==> config.mk <==
export PLATFORM = sky130hd
export DESIGN_NAME = tick_gen_multi
export DESIGN_NICKNAME = d
export VERILOG_FILES = /design/src/rtl/tick_pkg.sv /design/src/rtl/tick_chan.sv /design/src/rtl/tick_gen_multi.sv
export SDC_FILE = /design/constraint.sdc
export NUM_CORES = 1
export LEC_CHECK = 0
export ABC_AREA = 1
export BUFFER_PORTS_ARGS = -buffer_cell sky130_fd_sc_hd__clkbuf_2
export CAP_MARGIN = 5
export CORE_MARGIN = 4
export CORE_UTILIZATION = 55
export CTS_CLUSTER_SIZE = 8
export DETAILED_ROUTE_END_ITERATION = 10
export GPL_TIMING_DRIVEN = 0
export PLACE_DENSITY_LB_ADDON = 0.2
export SYNTH_ARGS = -nofsm -noshare
export SYNTH_HDL_FRONTEND = slang
export SYNTH_SLANG_ARGS = --single-unit
==> constraint.sdc <==
create_clock -name clk_in -period 4.6 [get_ports clk_in]
set_clock_uncertainty 0.1 [all_clocks]
set_input_delay 0.92 -clock clk_in [delete_from_list [all_inputs] [get_ports clk_in]]
set_output_delay 0.92 -clock clk_in [all_outputs]
set_load 0.005 [all_outputs]
==> src/rtl/tick_pkg.sv <==
// Shared definitions for the multi-channel tick generator: minimum divisor,
// output mode encoding and the divisor clamp used on reset and config writes.
package tick_pkg;

  localparam int unsigned MIN_DIV = 2;

  typedef enum logic {
    TICK_PULSE  = 1'b0,
    TICK_SQUARE = 1'b1
  } tick_mode_e;

  // Divisors below MIN_DIV cannot produce a distinct high/low phase.
  function automatic logic [31:0] clamp_div(input logic [31:0] div);
    return (div < MIN_DIV) ? MIN_DIV : div;
  endfunction

endpackage

==> src/rtl/tick_chan.sv <==
// One tick channel: free-running counter with shadowed divisor/mode that are
// promoted to the active set only at a period boundary or a synchronous restart.
module tick_chan
  import tick_pkg::*;
#(
  parameter int unsigned CNT_W   = 27,
  parameter int unsigned DEF_DIV = 1_000_000
) (
  input  logic             clk_in,
  input  logic             rst_n,
  input  logic             en_i,
  input  logic             sync_clr_i,
  input  logic             cfg_we_i,
  input  logic [CNT_W-1:0] cfg_div_i,
  input  tick_mode_e       cfg_mode_i,
  output logic             clk_out_o,
  output logic             wrap_o
);

  localparam logic [CNT_W-1:0] DefDiv = CNT_W'(clamp_div(DEF_DIV));

  logic [CNT_W-1:0] count_q, count_d;
  logic [CNT_W-1:0] div_q, div_d;
  logic [CNT_W-1:0] sh_div_q, sh_div_d;
  tick_mode_e       mode_q, mode_d;
  tick_mode_e       sh_mode_q, sh_mode_d;
  logic             clk_out_q, clk_out_d;
  logic             wrap_q, wrap_d;

  logic [CNT_W-1:0] wr_div;
  logic [CNT_W-1:0] load_div;
  tick_mode_e       load_mode;
  logic             at_wrap;

  always_comb begin
    wr_div    = CNT_W'(clamp_div(32'(cfg_div_i)));
    at_wrap   = (count_q == (div_q - CNT_W'(1)));
    // A write coinciding with a boundary bypasses the shadow.
    load_div  = cfg_we_i ? wr_div : sh_div_q;
    load_mode = cfg_we_i ? cfg_mode_i : sh_mode_q;

    count_d   = count_q;
    div_d     = div_q;
    mode_d    = mode_q;
    sh_div_d  = sh_div_q;
    sh_mode_d = sh_mode_q;
    clk_out_d = 1'b0;
    wrap_d    = 1'b0;

    if (sync_clr_i) begin
      count_d = '0;
      div_d   = load_div;
      mode_d  = load_mode;
    end else if (en_i) begin
      if (at_wrap) begin
        count_d = '0;
        div_d   = load_div;
        mode_d  = load_mode;
        wrap_d  = 1'b1;
      end else begin
        count_d = count_q + CNT_W'(1);
      end
      clk_out_d = (mode_d == TICK_SQUARE) ? (count_d < (div_d >> 1)) : at_wrap;
    end

    if (cfg_we_i) begin
      sh_div_d  = wr_div;
      sh_mode_d = cfg_mode_i;
    end
  end

  always_ff @(posedge clk_in or negedge rst_n) begin
    if (!rst_n) begin
      count_q   <= '0;
      div_q     <= DefDiv;
      sh_div_q  <= DefDiv;
      mode_q    <= TICK_PULSE;
      sh_mode_q <= TICK_PULSE;
      clk_out_q <= 1'b0;
      wrap_q    <= 1'b0;
    end else begin
      count_q   <= count_d;
      div_q     <= div_d;
      sh_div_q  <= sh_div_d;
      mode_q    <= mode_d;
      sh_mode_q <= sh_mode_d;
      clk_out_q <= clk_out_d;
      wrap_q    <= wrap_d;
    end
  end

  assign clk_out_o = clk_out_q;
  assign wrap_o    = wrap_q;

endmodule

==> src/rtl/tick_gen_multi.sv <==
// Multi-channel programmable tick generator: decodes the config port to one
// channel and fans the global enable and restart out to every channel.
module tick_gen_multi
  import tick_pkg::*;
#(
  parameter int unsigned NUM_CH  = 4,
  parameter int unsigned CNT_W   = 27,
  parameter int unsigned DEF_DIV = 1_000_000,
  localparam int unsigned SEL_W  = (NUM_CH > 1) ? $clog2(NUM_CH) : 1
) (
  input  logic              clk_in,
  input  logic              rst_n,
  input  logic              en,
  input  logic              sync_clr,
  input  logic              cfg_we,
  input  logic [SEL_W-1:0]  cfg_sel,
  input  logic [CNT_W-1:0]  cfg_div,
  input  logic              cfg_mode,
  output logic [NUM_CH-1:0] clk_out,
  output logic [NUM_CH-1:0] wrap
);

  for (genvar i = 0; i < NUM_CH; i++) begin : g_chan
    // Out-of-range selects match no channel and are dropped.
    logic ch_we;
    assign ch_we = cfg_we && (cfg_sel == SEL_W'(i));

    tick_chan #(
      .CNT_W   (CNT_W),
      .DEF_DIV (DEF_DIV)
    ) u_chan (
      .clk_in     (clk_in),
      .rst_n      (rst_n),
      .en_i       (en),
      .sync_clr_i (sync_clr),
      .cfg_we_i   (ch_we),
      .cfg_div_i  (cfg_div),
      .cfg_mode_i (tick_mode_e'(cfg_mode)),
      .clk_out_o  (clk_out[i]),
      .wrap_o     (wrap[i])
    );
  end

endmodule

==> run_results.csv <==
group,metric,value,unit
floorplan,die_h,220,um
synthesis,syn_inst,3448,
sta,tightest_slew,1.32,ns
placed_design,io_buffers,41,
worst_hold_path,hold_path.class,"input pin to async pin",
power_and_ir_drop,totalPowerFinal,9.85,mW
global_route,gr-total-overflow,0,
layout,regArea,0.00858,sq mm
sta,drv_slew,0,
layout,areaGrowthSynthToFinish,11.1,%
global_route,grt_max_degree,97,
synthesis,postSynthAreaPerCell,7.20,sq um
job,maxCapViolCount,0,
sta,finalCritPeriodShare,0.969,
cts,insertion_delay,0.60,ns
layout,multi_input_area,0.0139,sq mm
floorplan,ios,43,
layout,n_fill_cell,4028,
cts,cts_buffer_depth,3,
critical_path,crit_type,"flop to flop",
layout,antennaDiodeCount,0,
sta,timing.fmax,224,MHz
layout,final_cell_mix,"nand2_1 (811), inv_1 (452), nor2_1 (349), dfrtp_1 (283), o21ai_0 (230)",
cts,cts_max_level,2,
cts,cts_buffers,49,
synthesis,yosysTopAreaCell,"dfrtp_1",
synthesis,synth_area,0.0248,sq mm
synthesis,synth_area_leaders,"dfrtp_1 (29%), nand2_1 (12%), inv_1 (6.8%)",
synthesis,seq_area_frac_synth,0.346,
floorplan,rows,77,
synthesis,synth_seq_cells,340,
sta,fin_crit,4.46,ns
cts,ctsRootBufferMaster,"clkbuf_16",
global_route,grt_use_total,0.343,
critical_path,reg2reg_depth,24,
critical_path,arrival,4.85,ns
sta,setup_violations,0,
sta,slew_headroom,0.123,
global_route,grt_pass1_vias,24100,
floorplan,die-area,0.0486,sq mm
critical_path,start_kind,"flop",
route,drc,0,
sta,finalSetupTns,0,ns
layout,final_common_cell,"nand2_1",
route,drt.antenna.violating_nets,0,
power_and_ir_drop,p_leak,13.2,nW
synthesis,syn-num-nets,3591,
synthesis,yosys_warnings,0,
power_and_ir_drop,ir_worst_vdd,0.295,mV
placed_design,place_hpwl,64800,um
synthesis,netlist.area_leader.share,0.286,
sta,hold_violations,0,
placed_design,place.gp.congestion,0.996,
critical_path,critPathRequiredTime,4.99,ns
cts,clkSinkCount,340,
critical_path,end_kind,"flop",
synthesis,ys_types,59,
global_route,grt_pass1_wl,131000,um
run_status,outcome,"finished clean",
route,dr_total_vias,25200,
critical_path,crit_path_max_fanout,10,
route,wl_per_cell,20.3,um
cts,cts_tree,"built",
route,drt-pass1-iter-count,9,
floorplan,start_util,0.559,
floorplan,die_w,220,um
route,vias_per_cell,6.01,
layout,drive_gt1_frac,0.116,
global_route,antenna_found_initial,1,
cts,path_clk_slew,0.06,ns
layout,nNetsFinal,3701,
route,drt_wl_total,84900,um
power_and_ir_drop,p_per_area,357,mW/mm^2
floorplan,coreArea,0.0444,sq mm
route,drt_iter0_drc,2886,
-- state kept, by name, summed over array words and instances (netlist names) --
signal	count
g_chan.u_chan.mode_q	4
g_chan.u_chan.count_q	108
g_chan.u_chan.wrap_o	4
g_chan.u_chan.sh_mode_q	4
g_chan.u_chan.clk_out_o	4
g_chan.u_chan.div_q	108
g_chan.u_chan.sh_div_q	108
-- power breakdown --
part	leakage (nW)	switching (mW)	internal, mW
registers	4.24	0.327	3.39
clock network	0.701	1.44	2.13
logic	8.22	1.75	0.812
-- worst max-delay path, cell delays in order (launching register included) --
cell and delay (ns):
dfrtp_2 0.46, inv_1 0.12, ha_2 0.24, nand3_4 0.13
nor2_4 0.15, nand2_1 0.12, nor2_1 0.13, xor2_1 0.26
nand2_1 0.14, nor2_4 0.13, nand3_4 0.18, inv_8 0.14
buf_6 0.16, nor2_1 0.06, a21oi_2 0.13, ha_1 0.26
nand2_1 0.07, inv_1 0.03, o21ai_0 0.20, a21oi_1 0.14
a2111oi_2 0.46, nor2_1 0.10, nor2_1 0.11, nand2_1 0.10
a21oi_2 0.21
-- path summary, 6_finish.rpt --
path	start	end	slack, ns
min reg2reg	g_chan[3].u_chan.mode_q	g_chan[3].u_chan.mode_q	0.41
max	g_chan[0].u_chan.div_q[0]	g_chan[0].u_chan.clk_out_o	0.14
max in group asynchronous	rst_n	g_chan[1].u_chan.sh_div_q[14]	2.72
min	rst_n	g_chan[0].u_chan.count_q[4]	0.28
max reg2reg	g_chan[0].u_chan.div_q[0]	g_chan[0].u_chan.clk_out_o	0.14
min in group clk_in	g_chan[3].u_chan.mode_q	g_chan[3].u_chan.mode_q	0.41
-- through the flow --
stage | instances | setup slack [ns] | hold WS (ns) | utilization | cell area, sq um
5_1_grt | 4190 | -0.00540 | 0.350 | 0.621 | 27600
3_5_place_dp | 4084 | -0.367 | 0.392 | 0.582 | 25900
6_report | 4190 | 0.143 | 0.281 | 0.621 | 27600
3_3_place_gp | 4081 | -5.01 | 0.378 | 0.580 | 25800
2_1_floorplan | 3448 | 1.15 | 0.362 | - | 24800
4_1_cts | 4178 | 0.00471 | 0.323 | 0.617 | 27400
-- synthesized netlist by cell type, drive strengths merged --
library cell,count
o21a,3
a311oi,1
a211oi,6
nor4,34
nand3,175
buf,40
and3,3
clkinv,7
clkbuf,82
xnor2,44
dfrtp,284
o21ai,289
o221ai,52
and2,1
o22ai,60
dfstp,56
o31ai,2
nor2,407
a31oi,2
o311ai,1
or3,1
nand2,824
a21oi,114
nor3,62
nand3b,18
xor2,130
o221a,3
nand4,86
a22o,5
a2111oi,3
o21bai,7
a22oi,37
o211ai,3
nor3b,6
inv,476
or2,16
ha,108
-- repair_timing --
item                       CTS  global route
buffers inserted             3            12
gates cloned                 0             0
pin swaps                    2             9
setup endpoints to repair    3             4
resized for setup            7            32
hold buffers                 0             0
-- cell type report --
type,count,share of cell area
buffer,122,0.0221
sequential,340,0.311
inverter,483,0.0662
clock buffer,89,0.0518
tap,592,0.0269
timing repair buffer,59,0.0148
multi-input combinational,2503,0.505
clock inverter,2,0.00168
-- routing by layer --
metal | share of wire | GRT usage
met5 | 0.00013 | 0
met1 | 0.41 | 0.453
met2 | 0.45 | 0.550
met4 | 0.052 | 0.156
met3 | 0.088 | 0.0656
-- kinds of logic after synthesis --
kind of cell               after synthesis  share of synthesized area
xor gates and xnor gates               174                     0.0620
adders and majority gates              108                     0.0544
AOI/OAI and AO/OA                      588                      0.145
and+or+nand+nor                       1633                      0.295
buffers and inverters                  605                     0.0977
DFF                                    340                      0.346
Power figures use the tool's default switching activity.
